===== config.mk =====
export PLATFORM = sky130hd
export DESIGN_NAME = pulse_gray_timer
export DESIGN_NICKNAME = d
export VERILOG_FILES = /design/src/rtl/pulse_gray_timer_pkg.sv /design/src/rtl/pulse_gray_timer_gray_interval_counter.sv /design/src/rtl/pulse_gray_timer.sv
export SDC_FILE = /design/constraint.sdc
export NUM_CORES = 1
export LEC_CHECK = 0
export ABC_AREA = 1
export CAP_MARGIN = 20
export CORE_MARGIN = 5
export CORE_UTILIZATION = 38
export CTS_BUF_LIST = sky130_fd_sc_hd__clkbuf_2
export CTS_CLUSTER_SIZE = 20
export DETAILED_ROUTE_END_ITERATION = 16
export GPL_ROUTABILITY_DRIVEN = 0
export PLACE_DENSITY_LB_ADDON = 0.15
export SLEW_MARGIN = 40
export SYNTH_ARGS = -nofsm -noshare
export SYNTH_HDL_FRONTEND = slang
export SYNTH_HIERARCHICAL = 1
export SYNTH_SLANG_ARGS = --single-unit

===== constraint.sdc =====
create_clock -name clk -period 1.8 [get_ports clk]
set_input_delay 0.36 -clock clk [delete_from_list [all_inputs] [get_ports clk]]
set_output_delay 0.36 -clock clk [all_outputs]
set_load 0.01 [all_outputs]

===== src/rtl/pulse_gray_timer_pkg.sv =====
// Shared types and helpers for pulse_gray_timer: FSM state encoding and the
// binary-to-Gray conversion used by the interval counter.
package pulse_gray_timer_pkg;

    typedef enum logic [1:0] {
        IDLE   = 2'd0,
        TIMING = 2'd1,
        DONE   = 2'd2
    } state_t;

    // Works on a 32-bit container; callers cast to their own width.
    function automatic logic [31:0] bin2gray(input logic [31:0] b);
        return b ^ (b >> 1);
    endfunction

endpackage


===== src/rtl/pulse_gray_timer_gray_interval_counter.sv =====
// Binary interval counter with a Gray-coded view and a saturation flag.
// The owner decides when to clear or increment; this block never wraps on its own.
module gray_interval_counter
    import pulse_gray_timer_pkg::*;
#(
    parameter int CNT_W = 8
) (
    input  logic             clk,
    input  logic             reset,
    input  logic             clr,
    input  logic             inc,
    output logic [CNT_W-1:0] bin_count,
    output logic [CNT_W-1:0] gray_count,
    output logic             at_max
);

    localparam logic [CNT_W-1:0] CNT_MAX = '1;

    logic [CNT_W-1:0] r_bin;

    always_ff @(posedge clk or posedge reset) begin
        if (reset) begin
            r_bin <= '0;
        end else if (clr) begin
            r_bin <= '0;
        end else if (inc) begin
            r_bin <= r_bin + 1'b1;
        end
    end

    assign bin_count  = r_bin;
    assign gray_count = CNT_W'(bin2gray(32'(r_bin)));
    assign at_max     = (r_bin == CNT_MAX);

endmodule


===== src/rtl/pulse_gray_timer.sv =====
// Weighted-pulse accumulator that times the interval between START_LVL and STOP_LVL
// and presents it Gray-coded with a valid/ack handshake. Define PULSE_GRAY_BIN_OUT_EN to add bin_count.
module pulse_gray_timer
    import pulse_gray_timer_pkg::*;
#(
    parameter int IN_W      = 8,
    parameter int ACC_W     = 10,
    parameter int CNT_W     = 8,
    parameter int START_LVL = 2,
    parameter int STOP_LVL  = 6
) (
    input  logic             clk,
    input  logic             reset,
    input  logic             enable,
    input  logic             clear,
    input  logic [IN_W-1:0]  pulse,
    input  logic             result_ack,
    output logic [CNT_W-1:0] gray_count,
    output logic             result_valid,
    output logic             timeout,
    output logic             busy
`ifdef PULSE_GRAY_BIN_OUT_EN
    ,
    output logic [CNT_W-1:0] bin_count
`endif
);

    // Handshake: result_valid rises when an interval is latched and stays high,
    // with gray_count/timeout frozen, until result_ack is seen in DONE.
    localparam int               SUM_W   = ((ACC_W > IN_W) ? ACC_W : IN_W) + 1;
    localparam logic [ACC_W-1:0] ACC_MAX = '1;
    localparam logic [ACC_W-1:0] START_V = ACC_W'(START_LVL);
    localparam logic [ACC_W-1:0] STOP_V  = ACC_W'(STOP_LVL);

    state_t           r_state;
    state_t           w_state_nxt;
    logic [ACC_W-1:0] r_acc;
    logic [ACC_W-1:0] w_acc_nxt;
    logic [CNT_W-1:0] r_gray_count;
    logic [CNT_W-1:0] w_gray_nxt;
    logic             r_result_valid;
    logic             w_valid_nxt;
    logic             r_timeout;
    logic             w_timeout_nxt;
    logic             w_latch;
    logic             w_cnt_clr;
    logic             w_cnt_inc;
    logic [CNT_W-1:0] w_cnt_bin;
    logic [CNT_W-1:0] w_cnt_gray;
    logic             w_cnt_at_max;
    logic [SUM_W-1:0] w_sum;
    logic [ACC_W-1:0] w_acc_sat;

    gray_interval_counter #(
        .CNT_W (CNT_W)
    ) u_cnt (
        .clk        (clk),
        .reset      (reset),
        .clr        (w_cnt_clr),
        .inc        (w_cnt_inc),
        .bin_count  (w_cnt_bin),
        .gray_count (w_cnt_gray),
        .at_max     (w_cnt_at_max)
    );

    assign w_sum     = SUM_W'(r_acc) + SUM_W'(pulse);
    assign w_acc_sat = (w_sum > SUM_W'(ACC_MAX)) ? ACC_MAX : w_sum[ACC_W-1:0];

    always_comb begin
        w_state_nxt   = r_state;
        w_acc_nxt     = r_acc;
        w_gray_nxt    = r_gray_count;
        w_valid_nxt   = r_result_valid;
        w_timeout_nxt = r_timeout;
        w_latch       = 1'b0;
        w_cnt_clr     = 1'b0;
        w_cnt_inc     = 1'b0;

        if (clear) begin
            w_state_nxt   = IDLE;
            w_acc_nxt     = '0;
            w_gray_nxt    = '0;
            w_valid_nxt   = 1'b0;
            w_timeout_nxt = 1'b0;
            w_cnt_clr     = 1'b1;
        end else begin
            case (r_state)
                IDLE: begin
                    w_cnt_clr = 1'b1;
                    if (enable) begin
                        w_acc_nxt = w_acc_sat;
                        if (r_acc >= START_V) begin
                            w_state_nxt = TIMING;
                        end
                    end
                end
                TIMING: begin
                    if (enable) begin
                        w_acc_nxt = w_acc_sat;
                        // Reaching STOP_LVL wins over saturation on the same edge.
                        if (r_acc >= STOP_V) begin
                            w_state_nxt   = DONE;
                            w_gray_nxt    = w_cnt_gray;
                            w_valid_nxt   = 1'b1;
                            w_timeout_nxt = 1'b0;
                            w_latch       = 1'b1;
                        end else if (w_cnt_at_max) begin
                            w_state_nxt   = DONE;
                            w_gray_nxt    = w_cnt_gray;
                            w_valid_nxt   = 1'b1;
                            w_timeout_nxt = 1'b1;
                            w_latch       = 1'b1;
                        end else begin
                            w_cnt_inc = 1'b1;
                        end
                    end
                end
                DONE: begin
                    if (result_ack) begin
                        w_state_nxt = IDLE;
                        w_acc_nxt   = '0;
                        w_valid_nxt = 1'b0;
                        w_cnt_clr   = 1'b1;
                    end
                end
                default: begin
                    w_state_nxt = IDLE;
                    w_acc_nxt   = '0;
                    w_valid_nxt = 1'b0;
                    w_cnt_clr   = 1'b1;
                end
            endcase
        end
    end

    always_ff @(posedge clk or posedge reset) begin
        if (reset) begin
            r_state        <= IDLE;
            r_acc          <= '0;
            r_gray_count   <= '0;
            r_result_valid <= 1'b0;
            r_timeout      <= 1'b0;
        end else begin
            r_state        <= w_state_nxt;
            r_acc          <= w_acc_nxt;
            r_gray_count   <= w_gray_nxt;
            r_result_valid <= w_valid_nxt;
            r_timeout      <= w_timeout_nxt;
        end
    end

`ifdef PULSE_GRAY_BIN_OUT_EN
    logic [CNT_W-1:0] r_bin_count;

    always_ff @(posedge clk or posedge reset) begin
        if (reset) begin
            r_bin_count <= '0;
        end else if (clear) begin
            r_bin_count <= '0;
        end else if (w_latch) begin
            r_bin_count <= w_cnt_bin;
        end
    end

    assign bin_count = r_bin_count;
`else
    logic w_unused_bin;
    assign w_unused_bin = ^{w_cnt_bin, w_latch};
`endif

    assign gray_count   = r_gray_count;
    assign result_valid = r_result_valid;
    assign timeout      = r_timeout;
    assign busy         = (r_state == TIMING);

endmodule


==> impl_metrics.env, run 1 <==
export IMPL_ios=24
export IMPL_grt_ovfl_total=0
export IMPL_drv_slew=0
export IMPL_yosys_area_share_simple=0.389
export IMPL_cp_slowest_cell="dfrtp_1"
export IMPL_coreArea_um2=5440
export IMPL_ir_worst_vdd_v=0.000373
export IMPL_synth_mux_area_frac=0
export IMPL_path_clk_slew_ps=150
export IMPL_drt_iter0_drc=57
export IMPL_crit_path_frequent_cell="nor2_4"
export IMPL_min_period_ps=1750
export IMPL_cp_max_fo=4
export IMPL_synth_cell_types=31
export IMPL_critPathRequiredTime_ps=2050
export IMPL_start_util=0.386
export IMPL_port_buffers=23
export IMPL_ant_nets=0
export IMPL_crit_path_start="u_cnt/bin_count[5]$_DFFE_PP0P_"
export IMPL_reg2reg_depth=11
export IMPL_worstMarginPinSlew_ps=322
export IMPL_synth_top_family_by_area="simple AND/OR/NAND/NOR gates"
export IMPL_drt_wl_total_mm=5.23
export IMPL_synthesis_area_um2=2100
export IMPL_cts_htree_levels=2
export IMPL_diodes=0
export IMPL_fmax_ghz=0.572
export IMPL_grt_pass1_wl_mm=9.15
export IMPL_outcome="finished clean"
export IMPL_first_pass_iters=4
export IMPL_hp_class="primary input to asynchronous set/reset pin"
export IMPL_drc=0
export IMPL_grt_usage=0.157
export IMPL_cts_tree="built"
export IMPL_holdWs_ps=163
export IMPL_drive_above_1_share=0.263
export IMPL_grt_setup_unrepaired="yes"
export IMPL_fin_nets=386
export IMPL_areaGrowthSynthToFinish_pct=36.7
export IMPL_dr_total_vias=1997
export IMPL_synth_xor_area_frac=0.0167
export IMPL_synth_area_per_cell_um2=7.32
export IMPL_leakagePower_nw=1.52
export IMPL_die_h_um=84.3
export IMPL_skew_ps=12.5
export IMPL_synth_seq_cells=30
export IMPL_grt_pass1_vias=1989
export IMPL_placed_cell_area_um2=2610
export IMPL_cap_violations=0
export IMPL_antenna_found_initial=0
export IMPL_grt_max_degree=21
export IMPL_critPathKind="register to register"
export IMPL_die_width_um=84.3
export IMPL_synth_warnings=6
export IMPL_cts_sinks=30
export IMPL_start_kind="register"
export IMPL_syn_nets=316
export IMPL_setup_viol=0
export IMPL_synth_fa_ha_area_frac=0.0989
export IMPL_vias_per_cell=4.64
export IMPL_synthCells=287
export IMPL_cp_slowest_stage_delay_ps=440
export IMPL_holdBufCountCts=0
export IMPL_clockBufferDepth=2
export IMPL_fill_cells=538
export IMPL_clock_latency_ps=350
export IMPL_rows=27
export IMPL_p_per_area_nw_per_um2=739
export IMPL_dieArea_um2=7110
export IMPL_hold_violations=0
export IMPL_hpwlAfterDp_mm=3.97
export IMPL_worst_slew_margin_rel=0.784
export IMPL_cp_data_arrival_time_ps=2000
export IMPL_yosysSeqAreaShare=0.358
export IMPL_final_cell_area_um2=2870
export IMPL_synth_compound_area_frac=0.0560
export IMPL_worstSetupEndpointType="register"
export IMPL_worstReg2RegStart="u_cnt/bin_count[5]$_DFFE_PP0P_"
export IMPL_wire_per_inst_um=12.2
export IMPL_fin_crit_sh=0.971
export IMPL_path_cells="ha_2 > nand2_2 > nor2_4 > inv_2 > nand4_1 > nor2_4 > nor2_4 > nor3_4 > nand2_1 > nand2_1 > nor2_1"
export IMPL_root_buffer="clkbuf_2"
export IMPL_p_total_mw=2.12
export IMPL_cts_made_buffers=5
## layout make-up
cell class                      count  area, µm²  area share
Tap cell                           72       90.1      0.0314
Clock inverter                      2       8.76     0.00305
Timing Repair Buffer               67        562       0.196
Inverter                           38        143      0.0497
Sequential cell                    30        752       0.262
Clock buffer                        6       30.0      0.0105
Multi-Input combinational cell    215       1280       0.448
## cell families (layout without fill, tap and decap cells)
family / after synthesis / in the layout
AO/OA/AOI/OAI: 19 / 19
XOR/XNOR: 4 / 4
adder cells (fa/ha/maj): 16 / 16
buffers and inverters: 42 / 113
flip-flops: 30 / 30
AND/OR/NAND/NOR: 176 / 176
## state kept, by name, summed over array words and instances (netlist names)
signal,flops
u_cnt/bin_count,8
r_state,2
timeout,1
gray_count,8
r_acc,10
result_valid,1
## layer usage
layer  up-vias  routed length, µm  track usage
li1       1074                  -            -
met1       899               2430        0.196
met2        19               2600        0.279
met3         5                147       0.0363
met4         0                 46       0.0317
met5         -                  0            0
## Yosys cell counts, drive strengths merged
cell | count | area share
and2 | 1 | 0.0036
nand4 | 15 | 0.045
o21bai | 1 | 0.0036
clkinv | 1 | 0.0018
fa | 1 | 0.0095
a21oi | 7 | 0.022
o21ai | 9 | 0.023
nor2 | 26 | 0.060
o211ai | 1 | 0.0036
dfrtp | 30 | 0.36
nor3 | 5 | 0.017
nand2 | 105 | 0.19
a21boi | 1 | 0.0036
ha | 15 | 0.089
nand3 | 21 | 0.058
xnor2 | 4 | 0.017
inv | 37 | 0.066
nand3b | 2 | 0.0071
nor4 | 1 | 0.010
buf | 4 | 0.014
## layout by cell type, fill, tap and decap left out, drive strengths merged, types with 2 or more instances in the layout
cell type      Yosys  layout
dlygate4sd2        0       2
nor3               5       5
ha                15      15
inv               37      37
nand3b             2       2
buf                4      44
nand3             21      21
nand2            105     105
dfrtp             30      30
clkdlybuf4s50      0      21
a21oi              7       7
o21ai              9       9
clkbuf             0       6
xnor2              4       4
clkinv             1       3
nand4             15      15
nor2              26      26
## final timing paths
check	to	slack, ps
min in group clk	gray_count[5]$_DFFE_PP0P_	490
worst max register to register	u_cnt/bin_count[5]$_DFFE_PP0P_	50
worst min register to register	gray_count[5]$_DFFE_PP0P_	490
worst max-delay path	u_cnt/bin_count[5]$_DFFE_PP0P_	50
worst min-delay path	gray_count[0]$_DFFE_PP0P_	160
max in group asynchronous	gray_count[3]$_DFFE_PP0P_	1160
## report_power, final
part | switching (mW) | total, mW | internal (mW)
registers | 0.0564 | 0.785 | 0.728
clock network | 0.226 | 0.322 | 0.0956
logic | 0.568 | 1.01 | 0.445
## stage by stage
stage | instances | TNS, ps | worst slack (ps) | utilization
6_report | 430 | 0 | 51.5 | 0.528
5_1_grt | 430 | -81.6 | -40.6 | 0.528
4_1_cts | 415 | 0 | 15.1 | 0.492
3_5_place_dp | 406 | -4230 | -458 | 0.480
3_3_place_gp | 406 | -4030 | -435 | 0.480
2_1_floorplan | 287 | 0 | 27.1 | -
## critical path: cells and delay by family (launching register included)
kind	cells	cell delay [ps]
adders and majority gates	1	210
buffers and inverters	1	40
DFF	1	440
and+or+nand+nor	9	970
## timing repair
item	4_1_cts	5_1_grt
gates resized for setup	10	29
setup endpoints to repair	8	19
pin swaps	4	18
setup buffers	1	15
(Power assumes the default switching activity.)
==> run 2: changes to the inputs <==
--- a/config.mk
+++ b/config.mk
@@ -12,8 +12,7 @@
 export CTS_BUF_LIST = sky130_fd_sc_hd__clkbuf_2
 export CTS_CLUSTER_SIZE = 20
 export DETAILED_ROUTE_END_ITERATION = 16
-export GPL_ROUTABILITY_DRIVEN = 0
-export PLACE_DENSITY_LB_ADDON = 0.15
+export PLACE_DENSITY = 0.61
 export SLEW_MARGIN = 40
 export SYNTH_ARGS = -nofsm -noshare
 export SYNTH_HDL_FRONTEND = slang
==> impl_metrics.env, run 2 (same netlist as run 1, synthesis figures left out) <==
export IMPL_outcome="finished clean"
export IMPL_worstSetupEndpointType="register"
export IMPL_grt_pass1_wl_mm=8.85
export IMPL_grt_met2_usage=0.258
export IMPL_die_h_um=84.3
export IMPL_fin_nets=387
export IMPL_dr_total_vias=2026
export IMPL_start_kind="register"
export IMPL_vias_per_cell=4.72
export IMPL_final_cell_mix="nand2_1 (96), buf_4 (45), inv_1 (33), dfrtp_1 (28), clkdlybuf4s50_1 (21)"
export IMPL_drv_slew=0
export IMPL_cap_violations=0
export IMPL_grt_busiest_layer="met2"
export IMPL_drive_above_1_share=0.261
export IMPL_worstReg2RegStart="r_acc[0]$_DFFE_PP0P_"
export IMPL_fmax_ghz=0.588
export IMPL_hp_class="primary input to asynchronous set/reset pin"
export IMPL_cts_htree_levels=2
export IMPL_worst_slew_margin_rel=0.784
export IMPL_first_pass_iters=4
export IMPL_cts_sinks=30
export IMPL_ant_nets=0
export IMPL_hpwlAfterDp_mm=3.92
export IMPL_drc=0
export IMPL_final_cell_area_um2=2870
export IMPL_largest_reg_flops=10
export IMPL_die_width_um=84.3
export IMPL_ir_worst_vdd_v=0.000511
export IMPL_leakagePower_nw=1.53
export IMPL_reg2reg_slack_ps=100
export IMPL_fin_crit_sh=0.945
export IMPL_p_per_area_nw_per_um2=734
export IMPL_setup_slack_ps=98.3
export IMPL_skew_ps=23.8
export IMPL_cts_made_buffers=5
export IMPL_grt_max_degree=23
export IMPL_gp_congestion=0.820
export IMPL_coreArea_um2=5440
export IMPL_final_common_cell="nand2_1"
export IMPL_use_met3=0.0314
export IMPL_drt_wl_total_mm=5.10
export IMPL_grt_pass1_vias=1957
export IMPL_seq_area_um2=753
export IMPL_min_period_ps=1700
export IMPL_grt_setup_unrepaired="yes"
export IMPL_rows=27
export IMPL_worstMarginPinSlew_ps=321
export IMPL_reg2reg_depth=12
export IMPL_grt_ovfl_total=0
export IMPL_drt_iter0_drc=88
export IMPL_cp_max_fo=5
export IMPL_dieArea_um2=7110
export IMPL_clock_latency_ps=360
export IMPL_areaGrowthSynthToFinish_pct=36.8
export IMPL_clockBufferDepth=2
export IMPL_worstReg2RegEnd="r_acc[5]$_DFFE_PP0P_"
export IMPL_ios=24
export IMPL_setup_viol=0
export IMPL_regMostFlops="r_acc"
export IMPL_cts_tree="built"
export IMPL_root_buffer="clkbuf_2"
export IMPL_antenna_found_initial=0
export IMPL_critPathKind="register to register"
export IMPL_grt_usage=0.150
export IMPL_critPathRequiredTime_ps=2090
export IMPL_holdBufCountCts=0
export IMPL_fill_cells=550
export IMPL_path_clk_slew_ps=150
export IMPL_port_buffers=23
export IMPL_start_util=0.386
export IMPL_wire_per_inst_um=11.9
export IMPL_use_met1=0.188
export IMPL_placed_cell_area_um2=2650
export IMPL_place_ws_ps=-544
export IMPL_diodes=0
export IMPL_hold_violations=0
export IMPL_multiInputGateArea_um2=1290
export IMPL_cp_data_arrival_time_ps=1990
## run 2: cell types whose count changed in the layout (fill, tap and decap cells not counted), moves of 2 or more
cell,before,now
nand2_1,98,96
nand2_2,6,8
buf_4,43,45
ha_1,7,10
ha_2,6,3
o21ai_1,4,2
## run 2: area by class of cell
class                   count  share of cell area
well taps                  72              0.0314
clock inverters             1             0.00131
repair buffers             68               0.198
clock buffers               5             0.00871
multi-input cells         215               0.449
flip-flops and latches     30               0.262
inverters                  38              0.0497
## run 2: worst max-delay path by stage
stage | startpoint | end | cells after the start
after detailed placement | pulse[0] | r_acc[4]$_DFFE_PP0P_ | 13
after floorplan | u_cnt/bin_count[0]$_DFFE_PP0P_ | u_cnt/bin_count[6]$_DFFE_PP0P_ | 11
after CTS | pulse[0] | r_acc[4]$_DFFE_PP0P_ | 13
final | r_acc[0]$_DFFE_PP0P_ | r_acc[5]$_DFFE_PP0P_ | 12
after global routing | r_acc[7]$_DFFE_PP0P_ | u_cnt/bin_count[3]$_DFFE_PP0P_ | 10
after global placement | pulse[0] | r_acc[1]$_DFFE_PP0P_ | 13
## run 2: power breakdown
group	internal (mW)	leakage (nW)	total, mW	switching [mW]
sequential	0.730	0.409	0.784	0.0538
combinational	0.461	1.10	1.03	0.572
clock	0.0772	0.0223	0.292	0.215
## run 2: metrics by stage
step / utilization / power, mW / hold slack, ps / cells / TNS, ps
after detailed placement: 0.487 / 1.76 / 459 / 411 / -5080
after floorplan: - / 1.39 / 176 / 287 / 0
final: 0.528 / 2.11 / 254 / 429 / 0
after CTS: 0.496 / 2.06 / 252 / 418 / 0
after global placement: 0.487 / 1.75 / 457 / 411 / -4130
after global routing: 0.528 / 2.29 / 237 / 429 / -62.7
## run 2: routing by layer
| metal | wire length, µm | part of all wire |
|---|---|---|
| met1 | 2380 | 0.47 |
| met2 | 2470 | 0.48 |
| met3 | 180 | 0.035 |
| met4 | 70 | 0.014 |
| met5 | 0 | 0 |
## run 2: what timing repair did
action                     in CTS  in global routing
buffers inserted                1                 11
setup endpoints to repair       7                 13
pin swaps                       1                 15
gates cloned                    0                  0
gates resized for setup         5                 32
## run 2: critical path, cell delays in order, from the launching register on
cell and delay [ps]:
dfrtp_1 390, ha_2 190, inv_2 40, fa_2 340, inv_2 80, nand3_2 60
nand2_2 70, nand2_1 60, nand2_2 110, nand3_4 110, nand2_1 70, nand2_1 40
o21ai_0 70
